**src/rtl/ascon_host_pkg.sv**
```systemverilog
// Shared types and helpers for the serial Ascon host driver.
// Holds the controller state encoding and sizing helpers.
package ascon_host_pkg;

  localparam int NONCE_W = 128;

  typedef enum logic [2:0] {
    IDLE,
    LOAD,
    START,
    WAIT,
    GAP,
    READ,
    RESP
  } state_t;

  function automatic int max_of(input int a, input int b);
    return (a > b) ? a : b;
  endfunction

endpackage

```
**src/rtl/ascon_serial_host_if.sv**
```systemverilog
// Parallel request/response bundle between a client and the Ascon host.
// The slave modport is the host side; the master modport is the client.
interface ascon_serial_host_if
  import ascon_host_pkg::*;
#(
  parameter int K = 128,
  parameter int L = 40,
  parameter int Y = 40
) ();

  logic               cmd_valid;
  logic               cmd_ready;
  logic [K-1:0]       cmd_key;
  logic [NONCE_W-1:0] cmd_nonce;
  logic [L-1:0]       cmd_ad;
  logic [Y-1:0]       cmd_pt;

  logic               rsp_valid;
  logic               rsp_ready;
  logic [Y-1:0]       rsp_ct;
  logic [NONCE_W-1:0] rsp_tag;
  logic               rsp_err;

  modport slave (
    input  cmd_valid, cmd_key, cmd_nonce, cmd_ad, cmd_pt,
    input  rsp_ready,
    output cmd_ready,
    output rsp_valid, rsp_ct, rsp_tag, rsp_err
  );

  modport master (
    output cmd_valid, cmd_key, cmd_nonce, cmd_ad, cmd_pt,
    output rsp_ready,
    input  cmd_ready,
    input  rsp_valid, rsp_ct, rsp_tag, rsp_err
  );

endinterface

```
**src/rtl/ascon_bit_deser.sv**
```systemverilog
// W-bit LSB-first capture register with enable and clear.
// The first captured bit ends in bit 0 after W enabled cycles.
module ascon_bit_deser #(
  parameter int W = 8
) (
  input  logic         clk,
  input  logic         rst,
  input  logic         clr_i,
  input  logic         en_i,
  input  logic         bit_i,
  output logic [W-1:0] data_o
);

  logic [W-1:0] data_q, data_d;

  always_comb begin
    data_d = data_q;
    if (clr_i) begin
      data_d = '0;
    end else if (en_i) begin
      data_d = {bit_i, data_q[W-1:1]};
    end
  end

  always_ff @(posedge clk) begin
    if (!rst) begin
      data_q <= '0;
    end else begin
      data_q <= data_d;
    end
  end

  assign data_o = data_q;

endmodule

```
**src/rtl/ascon_serial_host.sv**
```systemverilog
// Host driver for the bit-serial Ascon core: serial load, start pulse,
// wait for ready, then serial capture of ciphertext and tag.
module ascon_serial_host
  import ascon_host_pkg::*;
#(
  parameter int K            = 128,
  parameter int L            = 40,
  parameter int Y            = 40,
  parameter int START_CYCLES = 3,
  parameter int READ_GAP     = 2,
  parameter int TIMEOUT      = 4096
) (
  input  logic                      clk,
  input  logic                      rst,
  ascon_serial_host_if.slave        host,
  input  logic [7:0]                rnd,
  output logic [2:0]                keyxSI,
  output logic [2:0]                noncexSI,
  output logic [2:0]                associated_dataxSI,
  output logic [2:0]                plain_textxSI,
  output logic                      encryption_startxSI,
  input  logic                      cipher_textxSO,
  input  logic                      tagxSO,
  input  logic                      encryption_readyxSO
);

  localparam int MAX = max_of(max_of(K, L), Y);
  localparam int CW  =
    $clog2(max_of(MAX, max_of(START_CYCLES, READ_GAP)) + 1);
  localparam int TW  = $clog2(TIMEOUT + 1);

  state_t             state_q, state_d;
  logic [CW-1:0]      cnt_q, cnt_d;
  logic [TW-1:0]      tmo_q, tmo_d;
  logic [K-1:0]       key_q, key_d;
  logic [NONCE_W-1:0] nonce_q, nonce_d;
  logic [L-1:0]       ad_q, ad_d;
  logic [Y-1:0]       pt_q, pt_d;
  logic [2:0]         ksi_q, ksi_d;
  logic [2:0]         nsi_q, nsi_d;
  logic [2:0]         asi_q, asi_d;
  logic [2:0]         psi_q, psi_d;
  logic               start_q, start_d;
  logic               err_q, err_d;
  logic               cap_clr, ct_en, tag_en;
  logic [Y-1:0]       ct_w;
  logic [NONCE_W-1:0] tag_w;

  always_comb begin
    state_d = state_q;
    cnt_d   = cnt_q;
    tmo_d   = tmo_q;
    key_d   = key_q;
    nonce_d = nonce_q;
    ad_d    = ad_q;
    pt_d    = pt_q;
    ksi_d   = '0;
    nsi_d   = '0;
    asi_d   = '0;
    psi_d   = '0;
    start_d = 1'b0;
    err_d   = err_q;
    cap_clr = 1'b0;
    ct_en   = 1'b0;
    tag_en  = 1'b0;
    unique case (state_q)
      IDLE: begin
        if (host.cmd_valid) begin
          key_d   = host.cmd_key;
          nonce_d = host.cmd_nonce;
          ad_d    = host.cmd_ad;
          pt_d    = host.cmd_pt;
          cnt_d   = '0;
          tmo_d   = '0;
          err_d   = 1'b0;
          cap_clr = 1'b1;
          state_d = LOAD;
        end
      end
      LOAD: begin
        // Fields shift out MSB-first; zero fill covers short fields.
        ksi_d   = {rnd[7:6], key_q[K-1]};
        asi_d   = {rnd[5:4], ad_q[L-1]};
        psi_d   = {rnd[3:2], pt_q[Y-1]};
        nsi_d   = {rnd[1:0], nonce_q[NONCE_W-1]};
        key_d   = {key_q[K-2:0], 1'b0};
        ad_d    = {ad_q[L-2:0], 1'b0};
        pt_d    = {pt_q[Y-2:0], 1'b0};
        nonce_d = {nonce_q[NONCE_W-2:0], 1'b0};
        if (cnt_q == CW'(MAX - 1)) begin
          cnt_d   = '0;
          state_d = START;
        end else begin
          cnt_d = cnt_q + CW'(1);
        end
      end
      START: begin
        start_d = 1'b1;
        if (cnt_q == CW'(START_CYCLES - 1)) begin
          cnt_d   = '0;
          tmo_d   = '0;
          state_d = WAIT;
        end else begin
          cnt_d = cnt_q + CW'(1);
        end
      end
      WAIT: begin
        tmo_d = tmo_q + TW'(1);
        if (encryption_readyxSO) begin
          cnt_d   = '0;
          state_d = GAP;
        end else if (tmo_q == TW'(TIMEOUT - 1)) begin
          err_d   = 1'b1;
          cap_clr = 1'b1;
          state_d = RESP;
        end
      end
      GAP: begin
        if (cnt_q == CW'(READ_GAP - 1)) begin
          cnt_d   = '0;
          state_d = READ;
        end else begin
          cnt_d = cnt_q + CW'(1);
        end
      end
      READ: begin
        ct_en  = (cnt_q < CW'(Y));
        tag_en = (cnt_q < CW'(NONCE_W));
        if (cnt_q == CW'(MAX - 1)) begin
          cnt_d   = '0;
          err_d   = 1'b0;
          state_d = RESP;
        end else begin
          cnt_d = cnt_q + CW'(1);
        end
      end
      RESP: begin
        if (host.rsp_ready) begin
          state_d = IDLE;
        end
      end
      default: state_d = IDLE;
    endcase
  end

  always_ff @(posedge clk) begin
    if (!rst) begin
      state_q <= IDLE;
      cnt_q   <= '0;
      tmo_q   <= '0;
      key_q   <= '0;
      nonce_q <= '0;
      ad_q    <= '0;
      pt_q    <= '0;
      ksi_q   <= '0;
      nsi_q   <= '0;
      asi_q   <= '0;
      psi_q   <= '0;
      start_q <= 1'b0;
      err_q   <= 1'b0;
    end else begin
      state_q <= state_d;
      cnt_q   <= cnt_d;
      tmo_q   <= tmo_d;
      key_q   <= key_d;
      nonce_q <= nonce_d;
      ad_q    <= ad_d;
      pt_q    <= pt_d;
      ksi_q   <= ksi_d;
      nsi_q   <= nsi_d;
      asi_q   <= asi_d;
      psi_q   <= psi_d;
      start_q <= start_d;
      err_q   <= err_d;
    end
  end

  ascon_bit_deser #(.W(Y)) u_ct (
    .clk    (clk),
    .rst    (rst),
    .clr_i  (cap_clr),
    .en_i   (ct_en),
    .bit_i  (cipher_textxSO),
    .data_o (ct_w)
  );

  ascon_bit_deser #(.W(NONCE_W)) u_tag (
    .clk    (clk),
    .rst    (rst),
    .clr_i  (cap_clr),
    .en_i   (tag_en),
    .bit_i  (tagxSO),
    .data_o (tag_w)
  );

  assign host.cmd_ready      = (state_q == IDLE);
  assign host.rsp_valid      = (state_q == RESP);
  assign host.rsp_err        = err_q;
  assign host.rsp_ct         = ct_w;
  assign host.rsp_tag        = tag_w;
  assign keyxSI              = ksi_q;
  assign noncexSI            = nsi_q;
  assign associated_dataxSI  = asi_q;
  assign plain_textxSI       = psi_q;
  assign encryption_startxSI = start_q;

endmodule

```
**src/flat_wrapper.sv**
```systemverilog
// flat-port wrapper written by rule: the top's interface ports become plain ports
module ascon_serial_host_flat import ascon_host_pkg::*;
#(
  parameter int K            = 128,
  parameter int L            = 40,
  parameter int Y            = 40,
  parameter int START_CYCLES = 3,
  parameter int READ_GAP     = 2,
  parameter int TIMEOUT      = 4096
)
  (clk, rst, rnd, keyxSI, noncexSI, associated_dataxSI, plain_textxSI, encryption_startxSI, cipher_textxSO, tagxSO, encryption_readyxSO, host_cmd_valid, host_cmd_key, host_cmd_nonce, host_cmd_ad, host_cmd_pt, host_rsp_ready, host_cmd_ready, host_rsp_valid, host_rsp_ct, host_rsp_tag, host_rsp_err);
  ascon_serial_host_if #(.K(K), .L(L), .Y(Y)) host_i ();
  input  logic clk;
  input  logic rst;
  input  logic [7:0] rnd;
  output logic [2:0] keyxSI;
  output logic [2:0] noncexSI;
  output logic [2:0] associated_dataxSI;
  output logic [2:0] plain_textxSI;
  output logic encryption_startxSI;
  input  logic cipher_textxSO;
  input  logic tagxSO;
  input  logic encryption_readyxSO;
  input wire logic [$bits(host_i.cmd_valid)-1:0] host_cmd_valid;
  input wire logic [$bits(host_i.cmd_key)-1:0] host_cmd_key;
  input wire logic [$bits(host_i.cmd_nonce)-1:0] host_cmd_nonce;
  input wire logic [$bits(host_i.cmd_ad)-1:0] host_cmd_ad;
  input wire logic [$bits(host_i.cmd_pt)-1:0] host_cmd_pt;
  input wire logic [$bits(host_i.rsp_ready)-1:0] host_rsp_ready;
  output wire logic [$bits(host_i.cmd_ready)-1:0] host_cmd_ready;
  output wire logic [$bits(host_i.rsp_valid)-1:0] host_rsp_valid;
  output wire logic [$bits(host_i.rsp_ct)-1:0] host_rsp_ct;
  output wire logic [$bits(host_i.rsp_tag)-1:0] host_rsp_tag;
  output wire logic [$bits(host_i.rsp_err)-1:0] host_rsp_err;
  assign host_i.cmd_valid = host_cmd_valid;
  assign host_i.cmd_key = host_cmd_key;
  assign host_i.cmd_nonce = host_cmd_nonce;
  assign host_i.cmd_ad = host_cmd_ad;
  assign host_i.cmd_pt = host_cmd_pt;
  assign host_i.rsp_ready = host_rsp_ready;
  assign host_cmd_ready = host_i.cmd_ready;
  assign host_rsp_valid = host_i.rsp_valid;
  assign host_rsp_ct = host_i.rsp_ct;
  assign host_rsp_tag = host_i.rsp_tag;
  assign host_rsp_err = host_i.rsp_err;
  ascon_serial_host #(.K(K), .L(L), .Y(Y), .START_CYCLES(START_CYCLES), .READ_GAP(READ_GAP), .TIMEOUT(TIMEOUT)) u_core (.clk(clk), .rst(rst), .host(host_i), .rnd(rnd), .keyxSI(keyxSI), .noncexSI(noncexSI), .associated_dataxSI(associated_dataxSI), .plain_textxSI(plain_textxSI), .encryption_startxSI(encryption_startxSI), .cipher_textxSO(cipher_textxSO), .tagxSO(tagxSO), .encryption_readyxSO(encryption_readyxSO));
endmodule
```
**config.mk**
```make
export PLATFORM = sky130hd
export DESIGN_NAME = ascon_serial_host_flat
export DESIGN_NICKNAME = d
export VERILOG_FILES = /design/src/rtl/ascon_host_pkg.sv /design/src/rtl/ascon_serial_host_if.sv /design/src/rtl/ascon_bit_deser.sv /design/src/rtl/ascon_serial_host.sv /design/src/flat_wrapper.sv
export SDC_FILE = /design/constraint.sdc
export NUM_CORES = 1
export LEC_CHECK = 0
export CORE_UTILIZATION = 32
export CTS_CLUSTER_DIAMETER = 30
export DETAILED_ROUTE_END_ITERATION = 12
export PLACE_DENSITY = 0.6
export RECOVER_POWER = 25
export SLEW_MARGIN = 20
export SYNTH_ARGS = -nofsm -noshare
export SYNTH_HDL_FRONTEND = slang
export SYNTH_SLANG_ARGS = --single-unit
```
**constraint.sdc**
```tcl
create_clock -name clk -period 2 [get_ports clk]
set_input_delay 0.4 -clock clk [delete_from_list [all_inputs] [get_ports clk]]
set_output_delay 0.4 -clock clk [all_outputs]
set_load 0.05 [all_outputs]
```
==> summary.md, run 1 <==
| Metric | Value |
|---|---|
| Run status | `finished, final reports clean` |
| Vias in the first global route | `19500` |
| Period utilization | `99.3%` |
| Synth Area in Compound Gates | `16.6%` |
| Ports | `535` |
| Worst setup margin | `13.0 ps` |
| Area delta synth->final | `54.3%` |
| Syn avg cell area | `8.16 µm²` |
| CTS Sinks | `542` |
| Input/output buffers | `534` |
| Final ANT Viol Nets | `0` |
| Clock Path Buffers | `3` |
| Non-Filler Instances | `3969` |
| Worst-Skew Late Latency | `660 ps` |
| DIE HEIGHT | `253 µm` |
| Peak Freq | `0.503 GHz` |
| Final period demand of the worst path | `1990 ps` |
| Critical path endpoint | `u_core.state_q[0]$_SDFFE_PN0P_` |
| Area of the multi-input gates | `8490 µm²` |
| Setup crit end kind | `flip-flop` |
| CORE AREA | `61900 µm²` |
| CP startpoint | `u_core.cnt_q[1]$_SDFFE_PN0P_` |
| H-tree Lvls | `3` |
| DP Area | `26900 µm²` |
| Synth warnings | `0` |
| Startpoint types | `flip-flop` |
| Post-Synth XOR/XNOR Area | `0.478%` |
| Synthesized net count | `2824` |
| Vias per cell | `5.10` |
| Initial antenna violation count | `2` |
| Slew @ Worst Pin | `584 ps` |
| GPL Wtd Cong | `0.895` |
| Clock slew seen by the registers of the worst setup and hold paths | `50 ps` |
| Num CTS Buffers | `117` |
| Routed via count | `20200` |
| Crit-path max cell delay | `490 ps` |
| Lkg Pwr | `11.9 nW` |
| Prevailing post-synth register cell | `dfxtp_1` |
| Critical path's slowest cell | `or4_4` |
| Total power | `51.3 mW` |
| Synth Register Bits | `542` |
| Hold Path Class | `input pin to flip-flop` |
| Grt total ovfl | `0` |
| Cell area after layout | `31100 µm²` |
| CTS Hold Bufs | `0` |
| Max VDD drop | `0.868 mV` |
| Reg area | `10900 µm²` |
| Largest family of logic cells by synthesized area | `simple AND/OR/NAND/NOR gates` |
| Post-Syn Area | `20100 µm²` |
| Ys async rst share | `0%` |
| Post-synth cell types | `48` |
| RSZ-0062 raised after global routing | `true` |
| DIE AREA | `63900 µm²` |
| Post-synth top area cell | `dfxtp_1` |
| Largest net degree at the start of global routing | `129` |
| TritonCTS clock tree | `yes` |
| Critical R2R Launch | `u_core.cnt_q[1]$_SDFFE_PN0P_` |
| Top-area cell type share of the netlist area | `53.9%` |
| Post-synth EDFFs | `0` |
| Crit path kind | `flip-flop to flip-flop` |
| Root buf cell | `clkbuf_16` |
| Iteration-0 DRC Markers | `1549` |
| Slew Viols, Final | `0` |
| Critical path, cell by cell | `ha_4 -> nand3_4 -> or4_4 -> a221o_2 -> a31oi_1 -> mux2i_1` |
| Placed Cells | `3742` |
| Rel. slew slack | `61.1%` |
| Diode count | `0` |
| Max cap viols | `0` |
| First-pass GRT wire length | `103 mm` |
| Share of layout cells above drive strength 1 | `15.2%` |
| Required time worst endpoint | `2560 ps` |
| Crit path DAT | `2550 ps` |
| Worst R2R Setup Slack | `10 ps` |
| Dpl hpwl | `46.1 mm` |
| Layout Nets | `3384` |
| Sequential area share after synthesis | `53.9%` |
| Worst r2r path cells | `6` |
| Post-synthesis adder-cell area fraction | `0.249%` |
| DR WL/cell | `17.1 µm` |
| Final hold violations | `0` |
| Final setup skew | `26.9 ps` |
| Simple-Gate Fraction of Synth Area | `23.7%` |
| Syn Inst Count | `2469` |
| Critical R2R Capture | `u_core.state_q[0]$_SDFFE_PN0P_` |
| Synth area leaders | `dfxtp_1 54%, o22ai_1 9.1%, nand2_1 7.8%` |
| DIE WIDTH | `253 µm` |
| Initial Util | `32.5%` |
| Row count | `91` |
| Final setup viols | `0` |
| # fillers | `5760` |
| CP max FO | `5` |
| Post-synthesis mux area share | `0.0497%` |
| Place WS | `-268 ps` |
| Setup tns final | `0 ps` |
| Drt first pass iters | `5` |
| DRC errors left | `0` |
| Routed wire length | `67.8 mm` |
| Cell Pwr Density | `1650 nW/µm²` |
| GR Util All Layers | `20.1%` |
what timing repair did:
item / 4_1_cts / 5_1_grt
setup endpoints to repair: 145 / 133
gates resized for setup: 226 / 78
buffers inserted: 0 / 1
pin swaps: 3 / 8
cloned: 1 / 3
critical path, delay by kind of cell (launching register included):
family	cells	cell delay [ps]
AOI/OAI and AO/OA	2	660
adders and majority gates	1	150
DFF	1	350
muxes	1	200
and+or+nand+nor	2	560
cell usage in the layout (no fill, tap or decap), types with 5 or more instances in the layout:
cell type | Yosys | routed
a311oi_1 | 22 | 22
nor3_1 | 301 | 300
o21ai_0 | 6 | 5
nor2_1 | 348 | 347
clkbuf_1 | 119 | 8
a31oi_1 | 8 | 8
clkinv_4 | 0 | 19
bufinv_16 | 0 | 17
clkdlybuf4s50_1 | 0 | 350
inv_6 | 0 | 18
a21oi_1 | 190 | 190
and3_1 | 13 | 12
nand3_1 | 11 | 8
buf_6 | 2 | 15
a22oi_1 | 21 | 20
dfxtp_1 | 542 | 529
clkdlybuf4s15_2 | 0 | 18
clkdlybuf4s15_1 | 0 | 58
inv_1 | 7 | 6
clkbuf_2 | 0 | 62
xnor2_1 | 11 | 11
o22ai_1 | 294 | 294
dfxtp_2 | 0 | 12
nand2_1 | 420 | 418
clkbuf_8 | 0 | 5
buf_12 | 0 | 26
clkinv_2 | 0 | 11
buf_4 | 13 | 74
clkbuf_16 | 0 | 120
clkinvlp_4 | 0 | 25
dlygate4sd2_1 | 0 | 46
Yosys cell counts, types with 2 or more instances:
cell type    n
dfxtp_1    542
nor3_1     301
ha_1         4
nor4b_1      2
a31oi_1      8
o21ai_0      6
a21oi_1    190
buf_2       69
nand3b_1     3
buf_1       20
and3_1      13
nand2b_1     2
nor4_1       8
buf_6        2
nor2b_1      3
nand3_1     11
a22oi_1     21
o22ai_1    294
nor3b_1      2
o221a_2      2
nand2_1    420
clkbuf_1   119
or4_1        2
a311oi_1    22
buf_4       13
nor2_1     348
inv_1        7
xnor2_1     11
a211oi_1     2
and4_1       4
report_power, final:
part / internal (mW) / total [mW] / switching, mW
clock network: 13.4 / 20.2 / 6.85
registers: 14.1 / 15.9 / 1.82
logic: 6.49 / 15.2 / 8.69
per-layer routing:
| metal | routed length [µm] | global-route usage [%] | share of wire, % | up-vias |
|---|---|---|---|---|
| li1 | - | - | - | 9833 |
| met1 | 27900 | 24.6 | 41 | 9470 |
| met2 | 32500 | 33.3 | 48 | 781 |
| met3 | 4950 | 4.99 | 7.3 | 149 |
| met4 | 2430 | 9.19 | 3.6 | 4 |
| met5 | 27 | 0 | 0.040 | - |
per-stage QoR:
step | util, % | hold slack [ps]
finish | 50.2 | 298
global route | 50.2 | 293
CTS | 50.2 | 248
detailed placement | 43.4 | 449
global placement | 43.4 | 440
floorplan | - | 436
how the worst min path moves through the flow:
stage / start / endpoint / slack, ps / cells past startpoint
finish: tagxSO / u_core.u_tag.data_o[127]$_SDFFE_PP0P_ / 300 / 3
floorplan: u_core.pt_q[23]$_SDFFE_PN0P_ / u_core.pt_q[23]$_SDFFE_PN0P_ / 440 / 2
CTS: tagxSO / u_core.u_tag.data_o[127]$_SDFFE_PP0P_ / 250 / 3
global route: tagxSO / u_core.u_tag.data_o[127]$_SDFFE_PP0P_ / 290 / 3
global placement: u_core.u_ct.data_o[0]$_SDFFE_PP0P_ / u_core.u_ct.data_o[0]$_SDFFE_PP0P_ / 440 / 2
detailed placement: u_core.pt_q[34]$_SDFFE_PN0P_ / u_core.pt_q[34]$_SDFFE_PN0P_ / 450 / 2
state kept, by name, indices dropped and copies added (netlist names):
signal                      count
u_core.tmo_q                   13
u_core.u_ct.data_o             40
u_core.cnt_q                    8
u_core.plain_textxSI            3
u_core.state_q                  3
u_core.noncexSI                 3
u_core.host.rsp_err             1
u_core.nonce_q                128
u_core.associated_dataxSI       3
u_core.ad_q                    40
u_core.pt_q                    40
u_core.keyxSI                   3
u_core.u_tag.data_o           128
u_core.encryption_startxSI      1
u_core.key_q                  128
area by class of cell:
type / instances / share of cell area, %
clock inverter: 96 / 3.81
inverter: 8 / 0.129
multi-input combinational: 1696 / 27.3
clock buffer: 126 / 9.76
sequential: 542 / 35.0
tap: 837 / 3.37
timing repair buffer: 664 / 20.6
cell families (layout without fill, tap and decap cells):
family                     after synthesis  count (layout)
AOI/OAI and AO/OA                      554             554
adders and majority gates                4               4
and+or+nand+nor                       1126            1126
muxes                                    1               1
DFF                                    542             542
xor gates and xnor gates                11              11
buffers and inverters                  231             894
(Power assumes the default switching activity.)
==> run 2: changes to the inputs <==
--- a/config.mk
+++ b/config.mk
@@ -6,6 +6,7 @@
 export NUM_CORES = 1
 export LEC_CHECK = 0
 export CORE_UTILIZATION = 32
+export CTS_BUF_LIST = sky130_fd_sc_hd__clkbuf_2
 export CTS_CLUSTER_DIAMETER = 30
 export DETAILED_ROUTE_END_ITERATION = 12
 export PLACE_DENSITY = 0.6
==> summary.md, run 2 (synthesized netlist as in run 1, its figures left out) <==
| Metric | Value |
|---|---|
| Setup tns final | `-24140 ps` |
| Fin util | `56.1%` |
| Routed wire length | `76.9 mm` |
| Dpl hpwl | `46.1 mm` |
| Ports | `535` |
| Row count | `91` |
| Clock slew seen by the registers of the worst setup and hold paths | `110 ps` |
| Final period demand of the worst path | `2460 ps` |
| Drt first pass iters | `6` |
| Num CTS Buffers | `155` |
| Clock Path Buffers | `3` |
| Max cap viols | `0` |
| Worst-Skew Late Latency | `1230 ps` |
| Run status | `complete, but fails checks` |
| Initial antenna violation count | `7` |
| Final setup viols | `193` |
| Iteration-0 DRC Markers | `1731` |
| GPL Wtd Cong | `0.895` |
| DR WL/cell | `16.9 µm` |
| Slew Viols, Final | `0` |
| Setup crit end kind | `primary output` |
| DIE WIDTH | `253 µm` |
| GR Util All Layers | `22.8%` |
| Lkg Pwr | `13.9 nW` |
| Required time worst endpoint | `1600 ps` |
| Hold Path Class | `input pin to flip-flop` |
| CORE AREA | `61900 µm²` |
| Failing checks | `negative setup slack` |
| Startpoint types | `flip-flop` |
| RSZ-0062 raised after global routing | `true` |
| DIE HEIGHT | `253 µm` |
| H-tree Lvls | `4` |
| Vias per cell | `5.05` |
| Share of layout cells above drive strength 1 | `25.7%` |
| CTS Sinks | `542` |
| Max VDD drop | `0.906 mV` |
| Final ANT Viol Nets | `0` |
| Most frequent cells in the layout | `419 x nand2_1, 354 x dfxtp_1, 351 x dlygate4sd3_1` |
| Grt total ovfl | `0` |
| Cell area after layout | `34700 µm²` |
| # fillers | `5280` |
| Root buf cell | `clkbuf_2` |
| DP Area | `26900 µm²` |
| Layout Nets | `3966` |
| Routed via count | `23000` |
| TritonCTS clock tree | `yes` |
| Final setup skew | `82.1 ps` |
| Crit path kind | `flip-flop to primary output` |
| Rel. slew slack | `48.0%` |
| Worst setup margin | `-462 ps` |
| First-pass GRT wire length | `117 mm` |
| Cell Pwr Density | `1160 nW/µm²` |
| Area delta synth->final | `72.4%` |
| Input/output buffers | `534` |
| Commonest non-fill, non-tap cell in the layout | `nand2_1` |
| Largest net degree at the start of global routing | `129` |
| CP max FO | `4` |
| Initial Util | `32.5%` |
| Period utilization | `123%` |
| Slew @ Worst Pin | `779 ps` |
| DIE AREA | `63900 µm²` |
| Peak Freq | `0.406 GHz` |
| Crit path DAT | `2060 ps` |
| Vias in the first global route | `23000` |
| Final hold violations | `0` |
| DRC errors left | `0` |
-- run 2: cell count changes in the layout (fill, tap and decap cells not counted), moves of 119 or more --
cell,delta
buf_4,+198
buf_8,+183
clkbuf_16,-119
clkbuf_2,+144
dfxtp_1,-175
dfxtp_2,+152
dlygate4sd3_1,+351
-- run 2: layout make-up --
class	instances	area, µm²	share of cell area [%]
multi-input combinational	1696	8480	24.4
timing repair buffer	1208	12700	36.4
inverter	8	37.5	0.108
clock inverter	58	329	0.948
tap	837	1050	3.02
sequential	542	11100	32.1
clock buffer	203	1020	2.93
antenna	7	17.5	0.0504
-- run 2: timing repair --
item,CTS,global route
pin swaps,4,9
setup endpoints to repair,191,394
hold buffers,351,0
gates cloned,1,3
resized for setup,1373,43
buffers inserted,161,33
hold endpoints to repair,368,0
-- run 2: critical path, cell delays in order, from the launching register on --
cell and delay (ps):
dfxtp_1 340, buf_6 130, inv_2 50, and3_4 180
buf_12 130
-- run 2: path summary, 6_finish.rpt --
| check | cells after the start | startpoint | to | slack (ps) |
|---|---|---|---|---|
| setup / recovery | 4 | u_core.state_q[0]$_SDFFE_PN0P_ | host_rsp_valid | -460 |
| hold / removal | 4 | tagxSO | u_core.u_tag.data_o[127]$_SDFFE_PP0P_ | 280 |
| setup reg to reg | 10 | u_core.state_q[1]$_SDFFE_PN0P_ | u_core.nonce_q[70]$_SDFFE_PN0P_ | -20 |
| hold reg to reg | 2 | u_core.u_tag.data_o[95]$_SDFFE_PP0P_ | u_core.u_tag.data_o[94]$_SDFFE_PP0P_ | 440 |
-- run 2: metrics by stage --
step	worst slack [ps]	std cells	power [mW]	hold WS, ps
after global routing	-689	4558	43.0	120
after CTS	-687	4516	40.1	58.2
after detailed placement	-268	3742	31.1	449
final	-462	4559	40.1	277
after global placement	-177	3742	30.7	440
after floorplan	60.9	2469	25.7	436
-- run 2: metal layers --
layer	track usage, %	routed length (µm)	vias to the layer above
li1	-	-	11000
met5	0	13	-
met2	38.6	38300	937
met1	25.8	30000	10900
met4	12.8	3250	2
met3	6.21	5310	207
-- run 2: power breakdown --
group	leakage, nW	internal, mW	total (mW)	switching (mW)
clock	1.01	3.18	8.03	4.85
combinational	8.29	7.20	16.2	9.00
sequential	4.55	14.0	15.9	1.88
==> run 3: changes to the inputs <==
--- a/config.mk
+++ b/config.mk
@@ -5,6 +5,7 @@
 export SDC_FILE = /design/constraint.sdc
 export NUM_CORES = 1
 export LEC_CHECK = 0
+export CORE_ASPECT_RATIO = 1.75
 export CORE_UTILIZATION = 32
 export CTS_BUF_LIST = sky130_fd_sc_hd__clkbuf_2
 export CTS_CLUSTER_DIAMETER = 30
==> summary.md, run 3 (synthesized netlist as in run 1, its figures left out) <==
| Metric | Value |
|---|---|
| Routed wire length | `78.9 mm` |
| Run status | `complete, but fails checks` |
| CTS Sinks | `542` |
| Final ANT Viol Nets | `0` |
| Routed via count | `23000` |
| DIE WIDTH | `192 µm` |
| Failing checks | `negative setup slack` |
| GPL Wtd Cong | `0.862` |
| Dpl hpwl | `47.8 mm` |
| Reg area | `11200 µm²` |
| WHS | `284 ps` |
| Critical path's slowest cell | `dfxtp_2` |
| Final setup viols | `292` |
| DR WL/cell | `17.6 µm` |
| Drt first pass iters | `5` |
| Vias per cell | `5.12` |
| Crit-path max cell delay | `360 ps` |
| DIE AREA | `64000 µm²` |
| Required time worst endpoint | `1600 ps` |
| RSZ-0062 raised after global routing | `true` |
| Internal power | `25.1 mW` |
| Final setup skew | `114 ps` |
| Clock Path Buffers | `3` |
| Rel. slew slack | `53.4%` |
| Hold Path Class | `input pin to flip-flop` |
| GR Util All Layers | `23.0%` |
| Iteration-0 DRC Markers | `1250` |
| Area delta synth->final | `73.6%` |
| DRC errors left | `0` |
| Placed Cells | `3698` |
| Crit path DAT | `1940 ps` |
| Share of layout cells above drive strength 1 | `25.7%` |
| TritonCTS clock tree | `yes` |
| Non-Filler Instances | `4493` |
| Root buf cell | `clkbuf_2` |
| Initial antenna violation count | `9` |
| Cell Pwr Density | `1170 nW/µm²` |
| Comb power frac | `41.6%` |
| Worst setup margin | `-336 ps` |
| Final period demand of the worst path | `2340 ps` |
| Seq pwr share | `38.8%` |
| Most frequent cells in the layout | `418 x nand2_1, 356 x dlygate4sd3_1, 350 x clkdlybuf4s50_1` |
| Switching power | `15.9 mW` |
| Worst-Skew Late Latency | `1190 ps` |
| CP startpoint | `u_core.state_q[0]$_SDFFE_PN0P_` |
| Worst hold path startpoint | `encryption_readyxSO` |
| Clock slew seen by the registers of the worst setup and hold paths | `100 ps` |
| CORE AREA | `62200 µm²` |
| Area of the multi-input gates | `8490 µm²` |
| DP Area | `26900 µm²` |
| Critical R2R Launch | `u_core.state_q[2]$_SDFFE_PN0P_` |
| Layout Nets | `3949` |
| Max cap viols | `0` |
| Crit path kind | `flip-flop to primary output` |
| Ports | `535` |
| Vias in the first global route | `23400` |
| Slew Viols, Final | `0` |
| Setup crit end kind | `primary output` |
| Commonest non-fill, non-tap cell in the layout | `nand2_1` |
| Cell area after layout | `35000 µm²` |
| Fin util | `56.2%` |
| Final hold violations | `0` |
| First-pass GRT wire length | `118 mm` |
| Initial Util | `32.4%` |
| DIE HEIGHT | `334 µm` |
| Grt total ovfl | `0` |
| Share of power burned in the clock network | `19.6%` |
| CP max FO | `5` |
| Num CTS Buffers | `134` |
| Input/output buffers | `534` |
| Period utilization | `117%` |
| # fillers | `5169` |
| Worst R2R Setup Slack | `-250 ps` |
| Largest net degree at the start of global routing | `129` |
| Sw frac | `38.8%` |
| Startpoint types | `flip-flop` |
| Lkg Pwr | `13.9 nW` |
| Critical path, cell by cell | `buf_8 -> clkinv_4 -> and3_4 -> buf_12` |
| Slew @ Worst Pin | `700 ps` |
| Peak Freq | `0.428 GHz` |
| Row count | `121` |
| Max VDD drop | `0.838 mV` |
| H-tree Lvls | `4` |
[run 3: routing by layer]
metal | part of all wire (%) | GRT usage [%] | vias to the layer above
met5 | 0.018 | 0 | -
met4 | 4.5 | 11.9 | 2
met3 | 6.9 | 5.28 | 244
met2 | 52 | 42.3 | 975
met1 | 36 | 23.8 | 10800
li1 | - | - | 11000
[run 3: power by group through the flow]
stage | Combinational [mW] | Clock, mW | Sequential (mW)
detailed placement | 15.4 | 0 | 16.0
global placement | 15.0 | 0 | 15.9
floorplan | 10.1 | 0 | 15.6
finish | 17.1 | 8.05 | 15.9
global route | 18.7 | 8.85 | 16.2
CTS | 16.4 | 8.27 | 15.8
[run 3: cell type report]
class | instances | area share, %
clock inverters | 34 | 0.949
clock buffers | 190 | 2.72
flip-flops and latches | 542 | 31.9
well taps | 799 | 2.86
repair buffers | 1212 | 37.1
inverters | 8 | 0.122
diodes | 12 | 0.0859
multi-input cells | 1696 | 24.3
[run 3: worst max-delay path, delay by kind of cell, from the launching register on]
kind | cells | cell delay (ps)
buf+inv | 3 | 320
flops | 1 | 360
simple gates | 1 | 140
[run 3: what timing repair did]
item                                   4_1_cts  5_1_grt
cloned                                       2       14
pin swaps                                    5        9
hold buffers                               356        0
setup endpoints to repair                  194      623
buffers inserted                           148       39
resized for setup                         1401       57
endpoints found under the hold margin      354        0
[run 3: stage by stage]
step	worst slack, ps	power, mW	setup TNS [ps]
after global placement	-274	30.9	-49430
after global routing	-568	43.8	-78880
after detailed placement	-225	31.4	-52510
after floorplan	60.9	25.7	0
after CTS	-549	40.5	-42920
final	-336	41.1	-13850
[run 3: final timing paths]
kind,to,cells past startpoint
worst max-delay path,host_rsp_valid,4
worst min-delay path,u_core.host.rsp_err$_SDFFE_PN0P_,4
worst min register to register,u_core.u_tag.data_o[77]$_SDFFE_PP0P_,2
worst max register to register,u_core.keyxSI[1]$_SDFF_PN0_,6
